===== src/rtl/exe_pkg.sv =====
// Shared constants for the execute/forwarding stage.
//   FWD_SEL_W       : width of the forwarding-select fields (0 = latched register, k = source k-1)
//   mem_size_e      : memory access size encodings (byte / half / word)
//   addr_misaligned : true when an access of the given size is not naturally aligned
package exe_pkg;

  localparam int FWD_SEL_W = 3;

  typedef enum logic [1:0] {
    MEM_BYTE = 2'd0,
    MEM_HALF = 2'd1,
    MEM_WORD = 2'd2,
    MEM_RSVD = 2'd3
  } mem_size_e;

  // Only the two low address bits matter for natural alignment up to a word.
  function automatic logic addr_misaligned(input logic [1:0] size, input logic [1:0] addr_lo);
    logic mis;
    case (mem_size_e'(size))
      MEM_WORD: mis = (addr_lo != 2'b00);
      MEM_HALF: mis = addr_lo[0];
      default:  mis = 1'b0;
    endcase
    return mis;
  endfunction

endpackage


===== src/rtl/exe_fwd_stage_if.sv =====
// Bundle of all handshake, instruction, forwarding and result signals of the
// execute/forwarding stage.
//   slave  : the stage itself (consumes in_*/fwd_*/flush/out_ready, drives in_ready and out_*)
//   master : the environment driving the stage
interface exe_fwd_stage_if #(
  parameter int DW   = 32,
  parameter int NSRC = 2,
  parameter int CW   = 32
) ();
  import exe_pkg::*;

  logic                 in_valid;
  logic                 in_ready;
  logic [DW-1:0]        in_pc;
  logic [DW-1:0]        in_rs;
  logic [DW-1:0]        in_rt;
  logic [DW-1:0]        in_imm;
  logic [CW-1:0]        in_ctrl;
  logic                 in_mem_rd;
  logic                 in_mem_wr;
  logic [1:0]           in_mem_size;
  logic [NSRC*DW-1:0]   fwd_data;
  logic [FWD_SEL_W-1:0] fwd_sel_a;
  logic [FWD_SEL_W-1:0] fwd_sel_b;
  logic                 flush;
  logic                 out_valid;
  logic                 out_ready;
  logic [DW-1:0]        out_pc;
  logic [DW-1:0]        out_imm;
  logic [CW-1:0]        out_ctrl;
  logic [DW-1:0]        out_a;
  logic [DW-1:0]        out_b;
  logic [DW-1:0]        out_eaddr;
  logic                 out_adel;
  logic                 out_ades;

  modport slave (
    input  in_valid, in_pc, in_rs, in_rt, in_imm, in_ctrl,
    input  in_mem_rd, in_mem_wr, in_mem_size,
    input  fwd_data, fwd_sel_a, fwd_sel_b, flush, out_ready,
    output in_ready, out_valid, out_pc, out_imm, out_ctrl,
    output out_a, out_b, out_eaddr, out_adel, out_ades
  );

  modport master (
    output in_valid, in_pc, in_rs, in_rt, in_imm, in_ctrl,
    output in_mem_rd, in_mem_wr, in_mem_size,
    output fwd_data, fwd_sel_a, fwd_sel_b, flush, out_ready,
    input  in_ready, out_valid, out_pc, out_imm, out_ctrl,
    input  out_a, out_b, out_eaddr, out_adel, out_ades
  );

endinterface


===== src/rtl/exe_opnd_hold.sv =====
// One operand path: forwarding mux plus a hold register that freezes the
// forwarded value once a stall begins, so the operand survives the producer
// moving on while the instruction waits downstream.
//   i_reg_val  : latched register operand (used when select is 0 or out of range)
//   i_fwd_data : all forwarding sources, source k at [k*DW +: DW]
//   i_fwd_sel  : 0 = register value, k = source k-1
//   i_stall    : stage holds a valid instruction that is not being accepted
//   i_clear    : downstream acceptance or flush; drops the hold
//   o_opnd     : resolved operand
//   o_hold     : hold flag
module exe_opnd_hold import exe_pkg::*; #(
  parameter int DW   = 32,
  parameter int NSRC = 2
) (
  input  logic                 clk,
  input  logic                 resetn,
  input  logic [DW-1:0]        i_reg_val,
  input  logic [NSRC*DW-1:0]   i_fwd_data,
  input  logic [FWD_SEL_W-1:0] i_fwd_sel,
  input  logic                 i_stall,
  input  logic                 i_clear,
  output logic [DW-1:0]        o_opnd,
  output logic                 o_hold
);

  logic [DW-1:0] w_fwd_val;
  logic          w_fwd_hit;
  logic [DW-1:0] r_hold_val;
  logic          r_hold;

  // Forwarding mux; a select above NSRC matches no source and falls back to the register value.
  always_comb begin
    w_fwd_val = {DW{1'b0}};
    w_fwd_hit = 1'b0;
    for (int k = 0; k < NSRC; k++) begin
      w_fwd_val = w_fwd_val | ({DW{i_fwd_sel == FWD_SEL_W'(k + 1)}} & i_fwd_data[k*DW +: DW]);
      w_fwd_hit = w_fwd_hit | (i_fwd_sel == FWD_SEL_W'(k + 1));
    end
  end

  // Hold register: capture the forwarded value on the first stalled edge, drop it on clear.
  always_ff @(posedge clk or negedge resetn) begin
    if (!resetn) begin
      r_hold     <= 1'b0;
      r_hold_val <= {DW{1'b0}};
    end else if (i_clear) begin
      r_hold     <= 1'b0;
      r_hold_val <= {DW{1'b0}};
    end else if (i_stall && !r_hold && w_fwd_hit) begin
      r_hold     <= 1'b1;
      r_hold_val <= w_fwd_val;
    end else begin
      r_hold     <= r_hold;
      r_hold_val <= r_hold_val;
    end
  end

  assign o_opnd = r_hold ? r_hold_val : (w_fwd_hit ? w_fwd_val : i_reg_val);
  assign o_hold = r_hold;

endmodule


===== src/rtl/exe_fwd_stage.sv =====
// Execute-stage pipeline register with operand forwarding and stall-safe
// operand holding; produces the effective address and optional load/store
// misalignment flags.
//   clk    : clock, rising edge
//   resetn : asynchronous active-low reset
//   io     : exe_fwd_stage_if.slave (handshakes, instruction fields, forwarding, results)
// Build option: define EXE_ALIGN_CHECK_EN to compile the misalignment checker;
// otherwise out_adel/out_ades are tied low.
module exe_fwd_stage import exe_pkg::*; #(
  parameter int DW   = 32,
  parameter int NSRC = 2,
  parameter int CW   = 32
) (
  input logic            clk,
  input logic            resetn,
  exe_fwd_stage_if.slave io
);

  logic          r_out_valid;
  logic [DW-1:0] r_pc;
  logic [DW-1:0] r_rs;
  logic [DW-1:0] r_rt;
  logic [DW-1:0] r_imm;
  logic [CW-1:0] r_ctrl;
  logic          r_mem_rd;
  logic          r_mem_wr;
  logic [1:0]    r_mem_size;

  logic          w_in_ready;
  logic          w_xfer;
  logic          w_accept;
  logic          w_stall;
  logic          w_clear;
  logic [DW-1:0] w_opnd_a;
  logic [DW-1:0] w_opnd_b;
  logic          w_hold_a;
  logic          w_hold_b;
  logic [DW-1:0] w_eaddr;

  assign w_in_ready = !r_out_valid || io.out_ready;
  assign w_xfer     = io.in_valid && w_in_ready;
  assign w_accept   = r_out_valid && io.out_ready;
  assign w_stall    = r_out_valid && !io.out_ready;
  assign w_clear    = w_accept || io.flush;

  // Stage register: flush kills (and wins over a transfer), a transfer loads, an acceptance drains.
  always_ff @(posedge clk or negedge resetn) begin
    if (!resetn) begin
      r_out_valid <= 1'b0;
      r_pc        <= {DW{1'b0}};
      r_rs        <= {DW{1'b0}};
      r_rt        <= {DW{1'b0}};
      r_imm       <= {DW{1'b0}};
      r_ctrl      <= {CW{1'b0}};
      r_mem_rd    <= 1'b0;
      r_mem_wr    <= 1'b0;
      r_mem_size  <= 2'd0;
    end else if (io.flush) begin
      r_out_valid <= 1'b0;
    end else if (w_xfer) begin
      r_out_valid <= 1'b1;
      r_pc        <= io.in_pc;
      r_rs        <= io.in_rs;
      r_rt        <= io.in_rt;
      r_imm       <= io.in_imm;
      r_ctrl      <= io.in_ctrl;
      r_mem_rd    <= io.in_mem_rd;
      r_mem_wr    <= io.in_mem_wr;
      r_mem_size  <= io.in_mem_size;
    end else if (w_accept) begin
      r_out_valid <= 1'b0;
    end else begin
      r_out_valid <= r_out_valid;
    end
  end

  exe_opnd_hold #(.DW(DW), .NSRC(NSRC)) u_opnd_a (
    .clk        (clk),
    .resetn     (resetn),
    .i_reg_val  (r_rs),
    .i_fwd_data (io.fwd_data),
    .i_fwd_sel  (io.fwd_sel_a),
    .i_stall    (w_stall),
    .i_clear    (w_clear),
    .o_opnd     (w_opnd_a),
    .o_hold     (w_hold_a)
  );

  exe_opnd_hold #(.DW(DW), .NSRC(NSRC)) u_opnd_b (
    .clk        (clk),
    .resetn     (resetn),
    .i_reg_val  (r_rt),
    .i_fwd_data (io.fwd_data),
    .i_fwd_sel  (io.fwd_sel_b),
    .i_stall    (w_stall),
    .i_clear    (w_clear),
    .o_opnd     (w_opnd_b),
    .o_hold     (w_hold_b)
  );

  // The hold flags are internal state; exposed here only for debug visibility.
  logic w_unused_holds;
  assign w_unused_holds = w_hold_a ^ w_hold_b;

  assign w_eaddr = w_opnd_a + r_imm;

  assign io.in_ready  = w_in_ready;
  assign io.out_valid = r_out_valid;
  assign io.out_pc    = r_pc;
  assign io.out_imm   = r_imm;
  assign io.out_ctrl  = r_ctrl;
  // Operands and address read as zero when the stage is empty (including during reset).
  assign io.out_a     = r_out_valid ? w_opnd_a : {DW{1'b0}};
  assign io.out_b     = r_out_valid ? w_opnd_b : {DW{1'b0}};
  assign io.out_eaddr = r_out_valid ? w_eaddr  : {DW{1'b0}};

`ifdef EXE_ALIGN_CHECK_EN
  assign io.out_adel = r_out_valid && r_mem_rd && addr_misaligned(r_mem_size, w_eaddr[1:0]);
  assign io.out_ades = r_out_valid && r_mem_wr && addr_misaligned(r_mem_size, w_eaddr[1:0]);
`else
  // Memory-op fields are still latched so a downstream stage can rely on them later.
  logic w_unused_mem;
  assign w_unused_mem = ^{r_mem_rd, r_mem_wr, r_mem_size};
  assign io.out_adel  = 1'b0;
  assign io.out_ades  = 1'b0;
`endif

endmodule


===== src/flat_wrapper.sv =====
// flat-port wrapper written by rule: the top's interface ports become plain ports
module exe_fwd_stage_flat import exe_pkg::*;
#(
  parameter int DW   = 32,
  parameter int NSRC = 2,
  parameter int CW   = 32
)
  (clk, resetn, io_in_valid, io_in_pc, io_in_rs, io_in_rt, io_in_imm, io_in_ctrl, io_in_mem_rd, io_in_mem_wr, io_in_mem_size, io_fwd_data, io_fwd_sel_a, io_fwd_sel_b, io_flush, io_out_ready, io_in_ready, io_out_valid, io_out_pc, io_out_imm, io_out_ctrl, io_out_a, io_out_b, io_out_eaddr, io_out_adel, io_out_ades);
  exe_fwd_stage_if #(.DW(DW), .NSRC(NSRC), .CW(CW)) io_i ();
  input logic clk;
  input logic resetn;
  input wire logic [$bits(io_i.in_valid)-1:0] io_in_valid;
  input wire logic [$bits(io_i.in_pc)-1:0] io_in_pc;
  input wire logic [$bits(io_i.in_rs)-1:0] io_in_rs;
  input wire logic [$bits(io_i.in_rt)-1:0] io_in_rt;
  input wire logic [$bits(io_i.in_imm)-1:0] io_in_imm;
  input wire logic [$bits(io_i.in_ctrl)-1:0] io_in_ctrl;
  input wire logic [$bits(io_i.in_mem_rd)-1:0] io_in_mem_rd;
  input wire logic [$bits(io_i.in_mem_wr)-1:0] io_in_mem_wr;
  input wire logic [$bits(io_i.in_mem_size)-1:0] io_in_mem_size;
  input wire logic [$bits(io_i.fwd_data)-1:0] io_fwd_data;
  input wire logic [$bits(io_i.fwd_sel_a)-1:0] io_fwd_sel_a;
  input wire logic [$bits(io_i.fwd_sel_b)-1:0] io_fwd_sel_b;
  input wire logic [$bits(io_i.flush)-1:0] io_flush;
  input wire logic [$bits(io_i.out_ready)-1:0] io_out_ready;
  output wire logic [$bits(io_i.in_ready)-1:0] io_in_ready;
  output wire logic [$bits(io_i.out_valid)-1:0] io_out_valid;
  output wire logic [$bits(io_i.out_pc)-1:0] io_out_pc;
  output wire logic [$bits(io_i.out_imm)-1:0] io_out_imm;
  output wire logic [$bits(io_i.out_ctrl)-1:0] io_out_ctrl;
  output wire logic [$bits(io_i.out_a)-1:0] io_out_a;
  output wire logic [$bits(io_i.out_b)-1:0] io_out_b;
  output wire logic [$bits(io_i.out_eaddr)-1:0] io_out_eaddr;
  output wire logic [$bits(io_i.out_adel)-1:0] io_out_adel;
  output wire logic [$bits(io_i.out_ades)-1:0] io_out_ades;
  assign io_i.in_valid = io_in_valid;
  assign io_i.in_pc = io_in_pc;
  assign io_i.in_rs = io_in_rs;
  assign io_i.in_rt = io_in_rt;
  assign io_i.in_imm = io_in_imm;
  assign io_i.in_ctrl = io_in_ctrl;
  assign io_i.in_mem_rd = io_in_mem_rd;
  assign io_i.in_mem_wr = io_in_mem_wr;
  assign io_i.in_mem_size = io_in_mem_size;
  assign io_i.fwd_data = io_fwd_data;
  assign io_i.fwd_sel_a = io_fwd_sel_a;
  assign io_i.fwd_sel_b = io_fwd_sel_b;
  assign io_i.flush = io_flush;
  assign io_i.out_ready = io_out_ready;
  assign io_in_ready = io_i.in_ready;
  assign io_out_valid = io_i.out_valid;
  assign io_out_pc = io_i.out_pc;
  assign io_out_imm = io_i.out_imm;
  assign io_out_ctrl = io_i.out_ctrl;
  assign io_out_a = io_i.out_a;
  assign io_out_b = io_i.out_b;
  assign io_out_eaddr = io_i.out_eaddr;
  assign io_out_adel = io_i.out_adel;
  assign io_out_ades = io_i.out_ades;
  exe_fwd_stage #(.DW(DW), .NSRC(NSRC), .CW(CW)) u_core (.clk(clk), .resetn(resetn), .io(io_i));
endmodule

===== config.mk =====
export PLATFORM = sky130hd
export DESIGN_NAME = exe_fwd_stage_flat
export DESIGN_NICKNAME = d
export VERILOG_FILES = /design/src/rtl/exe_pkg.sv /design/src/rtl/exe_fwd_stage_if.sv /design/src/rtl/exe_opnd_hold.sv /design/src/rtl/exe_fwd_stage.sv /design/src/flat_wrapper.sv
export SDC_FILE = /design/constraint.sdc
export NUM_CORES = 1
export LEC_CHECK = 0
export BUFFER_PORTS_ARGS = -buffer_cell sky130_fd_sc_hd__buf_2
export CORE_AREA = 2 2 169 171
export DETAILED_ROUTE_END_ITERATION = 8
export DIE_AREA = 0 0 171 173
export PLACE_DENSITY = 0.72
export SETUP_SLACK_MARGIN = 0.3
export SLEW_MARGIN = 20
export SYNTH_ARGS = -nofsm -noshare
export SYNTH_HDL_FRONTEND = slang
export SYNTH_SLANG_ARGS = --single-unit

===== constraint.sdc =====
create_clock -name clk -period 8.1 [get_ports clk]
set_input_delay 0.81 -clock clk [delete_from_list [all_inputs] [get_ports clk]]
set_output_delay 0.81 -clock clk [all_outputs]
set_load 0.05 [all_outputs]

# Yosys cells after proc, flatten, opt, wreduce, memory -nomap -nowiden
# Cells that the tools add are included.
# op_classes
addsub	1
multipliers	0
div	0
magnitude_cmp	0
n_eq_ne	4
shift	0
mux	18
bitwise	9
n_reduce_logical	17
# op_table
cell	count
$mux W32	11
$and A32 B32 Y32	4
$or A32 B32 Y32	2
$add A32 B32 Y32	1
$logic_and A1 B1 Y1	7
$mux W1	7
$eq A3 B1 Y1 const B	2
$eq A3 B2 Y1 const B	2
$logic_not A1 Y1	4
$reduce_bool A2 Y1	2
$reduce_bool A3 Y1	1
$logic_or A1 B1 Y1	2
$or A1 B1 Y1	2
$reduce_and A2 Y1	1
$not A1 Y1	1
# word_totals
reg_bits	227
latchBits	0
ram_bits	0
mem_bits_ro	0
input_bits	239
out_inout_bits	196
word_cells	59
memories	0

# Depth between registers and ports, before layout
# logic_depth
word_depth	7
ltp_mapped	14
ltp_nobuf	13

# Modules after synthesis
# A second synthesis with hierarchy kept.
# unflattened
cells_unflattened	1172
hier_area_um2	13284.0
# by_module_without_submodules
mod	instances	cells_each	area_per_inst_um2	seq_area_each_um2
exe_fwd_stage	1	702	8311.7	4028.9
exe_opnd_hold	2	235	2486.1	825.8

# Least setup slack after synthesis
# OpenSTA, ideal clock, no wires.
# synth_timing
path_kind	input to output
from	in io_fwd_sel_a[2]
to	out io_out_eaddr[31]
arrival_ns	4.387
t_required_ns	7.290
slack_ns	2.903
stages	13
path_buffers	1
cell_sequence	nor3b_1 nor2_1 clkbuf_1 nand2_1 a31oi_1 ha_1 o211ai_2 o21a_4 a2111oi_4 o21ai_2 or4_4 a2111oi_2 o21bai_1
# synth_between
elab_chain_len	7
word_cells_on_any_way	10
cone_classes	add/sub (1); eq/ne (2); mux (3); bitwise (4)
# synth_rtl
element	line	rtl
start: declaration	flat_wrapper.sv:22	input wire logic [$bits(io_i.fwd_sel_a)-1:0] io_fwd_sel_a;
$eq A3 B1 Y1 / $eq A3 B2 Y1 (equally long branches)	exe_opnd_hold.sv:36, exe_opnd_hold.sv:37	
$and A32 B32 Y32	exe_opnd_hold.sv:36	w_fwd_val = w_fwd_val | ({DW{i_fwd_sel == FWD_SEL_W'(k + 1)}} & i_fwd_data[k*DW +: DW]);
$or A32 B32 Y32	exe_opnd_hold.sv:36	
$mux W32 * (2 in a row)	exe_opnd_hold.sv:58	assign o_opnd = r_hold ? r_hold_val : (w_fwd_hit ? w_fwd_val : i_reg_val);
$add A32 B32 Y32 *	exe_fwd_stage.sv:105	assign w_eaddr = w_opnd_a + r_imm;
$mux W32 *	exe_fwd_stage.sv:115	assign io.out_eaddr = r_out_valid ? w_eaddr : {DW{1'b0}};
end: declaration	flat_wrapper.sv:33	output wire logic [$bits(io_i.out_eaddr)-1:0] io_out_eaddr;
# Every way passes the cells marked *; elsewhere a longest branch is shown, timed or not.

# Final worst setup path
# layout_timing
from	in io_fwd_sel_a[0]
to	out io_out_eaddr[30]
# Same word-level chain as after synthesis.

==> metrics.txt <==
main combinational cell family by area after synthesis compound AO/OA/AOI/OAI gates; CP max FO 33; portion of netlist area occupied by mux cells between 10% and 20%; WHS about 0.32 ns; CTS tree yes; layout cells sized above 1 40.3%; dpl cell area 14600 um2; Core Region between 20000 and 30000 um2; 1st-iter DRT viols 927; final core occ between 50 and 60%; FF-to-FF End u_core.u_opnd_b.r_hold_val[1]$_DFFE_PN0P_; Sink Count 227; async set-or-reset flop fraction in the synthesized netlist 100%; Power Density 275 nW/um2; final setup vio count 0; Setup Skew 0.00783 ns; vias post-DR approximately 11000; synth-to-layout area growth 27.3%; drt first pass iters 6; post-synthesis xor/xnor area fraction 1.94%; Post-CTS Setup Bufs 0; PortBufs 428; Req. time, crit path 7.29 ns; final-report hold violation count 0; critical path cell sequence buf_2, nor3b_2, buf_4, nor2_2, buf_4, nand2_1, a31oi_1, ha_1, fa_1, nand3_1, a2111oi_0, o21ai_0, o211ai_1, a31oi_1, xor2_1, nor2_1, buf_2; Worst setup startpoint io_fwd_sel_a[0]; Netlist cell types 56; CTS-repair resized insts 0; Final Wtd Congestion 0.933; total die area 29600 um2; vias in the first global route 11200; Remaining DRCs 0; clk slew on worst S/H paths around 0.06 ns; Post-synth EDFFs 0; hold buffers post-CTS 0; GR Overflow Total 0; max-cap check violation count 0; CTS Buffer Depth 3; worst hold-check path type primary input to async pin; setup tns final 0 ns; post-route ant nets 0; Die W 171 um; fin area 15500 um2; ys flop type dfrtp_1; relative slew slack 25.3%; Startpoint Class primary input; WP data arrival 5.14 ns; Initial Utilization 44.0%; simple logic cell fraction of the synthesized area 12.4%; Vias/cell between 5 and 6; Filler cells 2478; Slew Viols, Final 0; Layout Nets 1895; min Tclk post-route 5.95 ns; crit end category output port; outcome finished clean; initial antenna violation count 8; post-synthesis compound-gate area fraction 16.9%; Period Utilization, post-route 73.5%; Syn Std Cell Area 12200 um2; final wirelength 39.5 mm; critical path class primary input to output port; r2r startpoint u_core.io.out_valid$_DFFE_PN0P_; Root Buffer clkbuf_16; adder-cell area share of the yosys netlist 4.07%; CP endpoint io_out_eaddr[30]; DR WL/cell 19.5 um; synthesized area per cell 9.86 um2; overall global routing resource usage 26.1%; Synth Instances 1234; Synth Register Bits 227; R2R setup slack 4.91 ns; post-synthesis sequential area ratio 46.7%; Yosys warnings 0; worst skew pair latency 0.53 ns; Fmax 168 MHz; Reg2Reg Depth 5; dpl hpwl 28.6 mm; RSZ-0062 raised after global routing false; io pins 435; row cnt 61; Die Height 173 um; total leakage power 7.39 nW; measured slew at the worst slew-check pin 1.12 ns; largest net degree at the start of global routing 161; worst vdd ir 0.000196 V; delay of the slowest cell on the worst path about 0.65 ns; H-tree levels 1; first-pass GRT wire length 61.3 mm; crit path max-delay cell type a2111oi_0; total CTS buffers 26
==> final cells by class <==
type	instances	area, um2	share of cell area, %
Tap cell	378	473	3.05
Antenna cell	6	15.0	0.0969
Clock buffer	38	757	4.89
Sequential cell	227	5680	36.7
Clock inverter	8	98.8	0.638
Multi-Input combinational cell	911	6170	39.8
Timing Repair Buffer	438	2240	14.5
Inverter	13	50.0	0.323
==> flip-flops by register name (all words and copies together), names as in the netlist <==
name,flops
u_core.u_opnd_a.o_hold,1
u_core.u_opnd_a.r_hold_val,32
u_core.r_rt,32
u_core.u_opnd_b.o_hold,1
u_core.io.out_ctrl,32
u_core.io.out_pc,32
u_core.u_opnd_b.r_hold_val,32
u_core.r_rs,32
u_core.io.out_imm,32
u_core.io.out_valid,1
==> routing by layer <==
| layer | share of wire [%] | GRT usage, % |
|---|---|---|
| met5 | 0.053 | 0 |
| met4 | 3.4 | 9.04 |
| met3 | 8.1 | 5.97 |
| met2 | 48 | 43.0 |
| met1 | 41 | 33.6 |
==> Yosys cell counts (13+ instances only) <==
| cell | instances | area (um2) |
|---|---|---|
| a21oi_1 | 105 | 526 |
| a22oi_1 | 65 | 488 |
| a31oi_1 | 35 | 219 |
| and2_1 | 36 | 225 |
| clkbuf_1 | 80 | 300 |
| dfrtp_1 | 227 | 5680 |
| ha_1 | 38 | 475 |
| mux2_2 | 160 | 1800 |
| nand2_1 | 156 | 586 |
| nand4_1 | 13 | 81.3 |
| nor2_1 | 107 | 402 |
| o21ai_0 | 84 | 420 |
| xor2_1 | 15 | 131 |
==> worst min path at each step <==
stage / depth (start not counted) / end
5_1_grt: 1 / u_core.r_rt[7]$_DFFE_PN0P_
3_3_place_gp: 2 / u_core.u_opnd_a.r_hold_val[24]$_DFFE_PN0P_
6_report: 1 / u_core.r_rt[10]$_DFFE_PN0P_
4_1_cts: 1 / u_core.r_rt[2]$_DFFE_PN0P_
2_1_floorplan: 2 / u_core.u_opnd_b.r_hold_val[0]$_DFFE_PN0P_
3_5_place_dp: 2 / u_core.u_opnd_a.r_hold_val[28]$_DFFE_PN0P_
==> cells by family (layout without fill, tap and decap cells) <==
group                      after synthesis  count (layout)
xor gates and xnor gates                27              27
adders and majority gates               39              39
muxes                                  162             162
other                                    1               8
DFF                                    227             227
buffers and inverters                   97             497
AOI/OAI and AO/OA                      336             336
and+or+nand+nor                        345             345
==> worst max-delay path: cells and delay by family <==
family                     cells  cell delay (ns)
AOI/OAI and AO/OA              5             1.74
xor gates and xnor gates       1             0.17
adders and majority gates      2             0.52
buffers and inverters          4             1.06
and+or+nand+nor                5             0.81
==> where the power goes <==
part	leakage, nW	switching, W	internal [W]
Sequential	2.81	0.0000906	0.00128
Combinational	4.16	0.00117	0.000534
Clock	0.414	0.000484	0.000709
Total	7.39	0.00175	0.00252
==> per-stage QoR <==
step	std cells	setup WS (ns)	power [W]
global route	2018	1.80	0.00447
finish	2019	2.15	0.00426
detailed placement	1967	2.13	0.00308
global placement	1967	2.20	0.00305
CTS	2013	2.11	0.00428
floorplan	1235	2.90	0.00262
==> layout by cell type (no fill, tap or decap), types with 13 or more instances in the layout <==
| master | instances |
|---|---|
| buf_2 | 427 |
| dfrtp_1 | 226 |
| mux2_2 | 160 |
| nand2_1 | 156 |
| nor2_1 | 105 |
| a21oi_1 | 103 |
| o21ai_0 | 84 |
| a22oi_1 | 65 |
| ha_1 | 38 |
| and2_1 | 36 |
| a31oi_1 | 35 |
| clkbuf_16 | 27 |
| xor2_1 | 15 |
| nand4_1 | 13 |
Note: power is estimated with default switching activity, not from simulation.
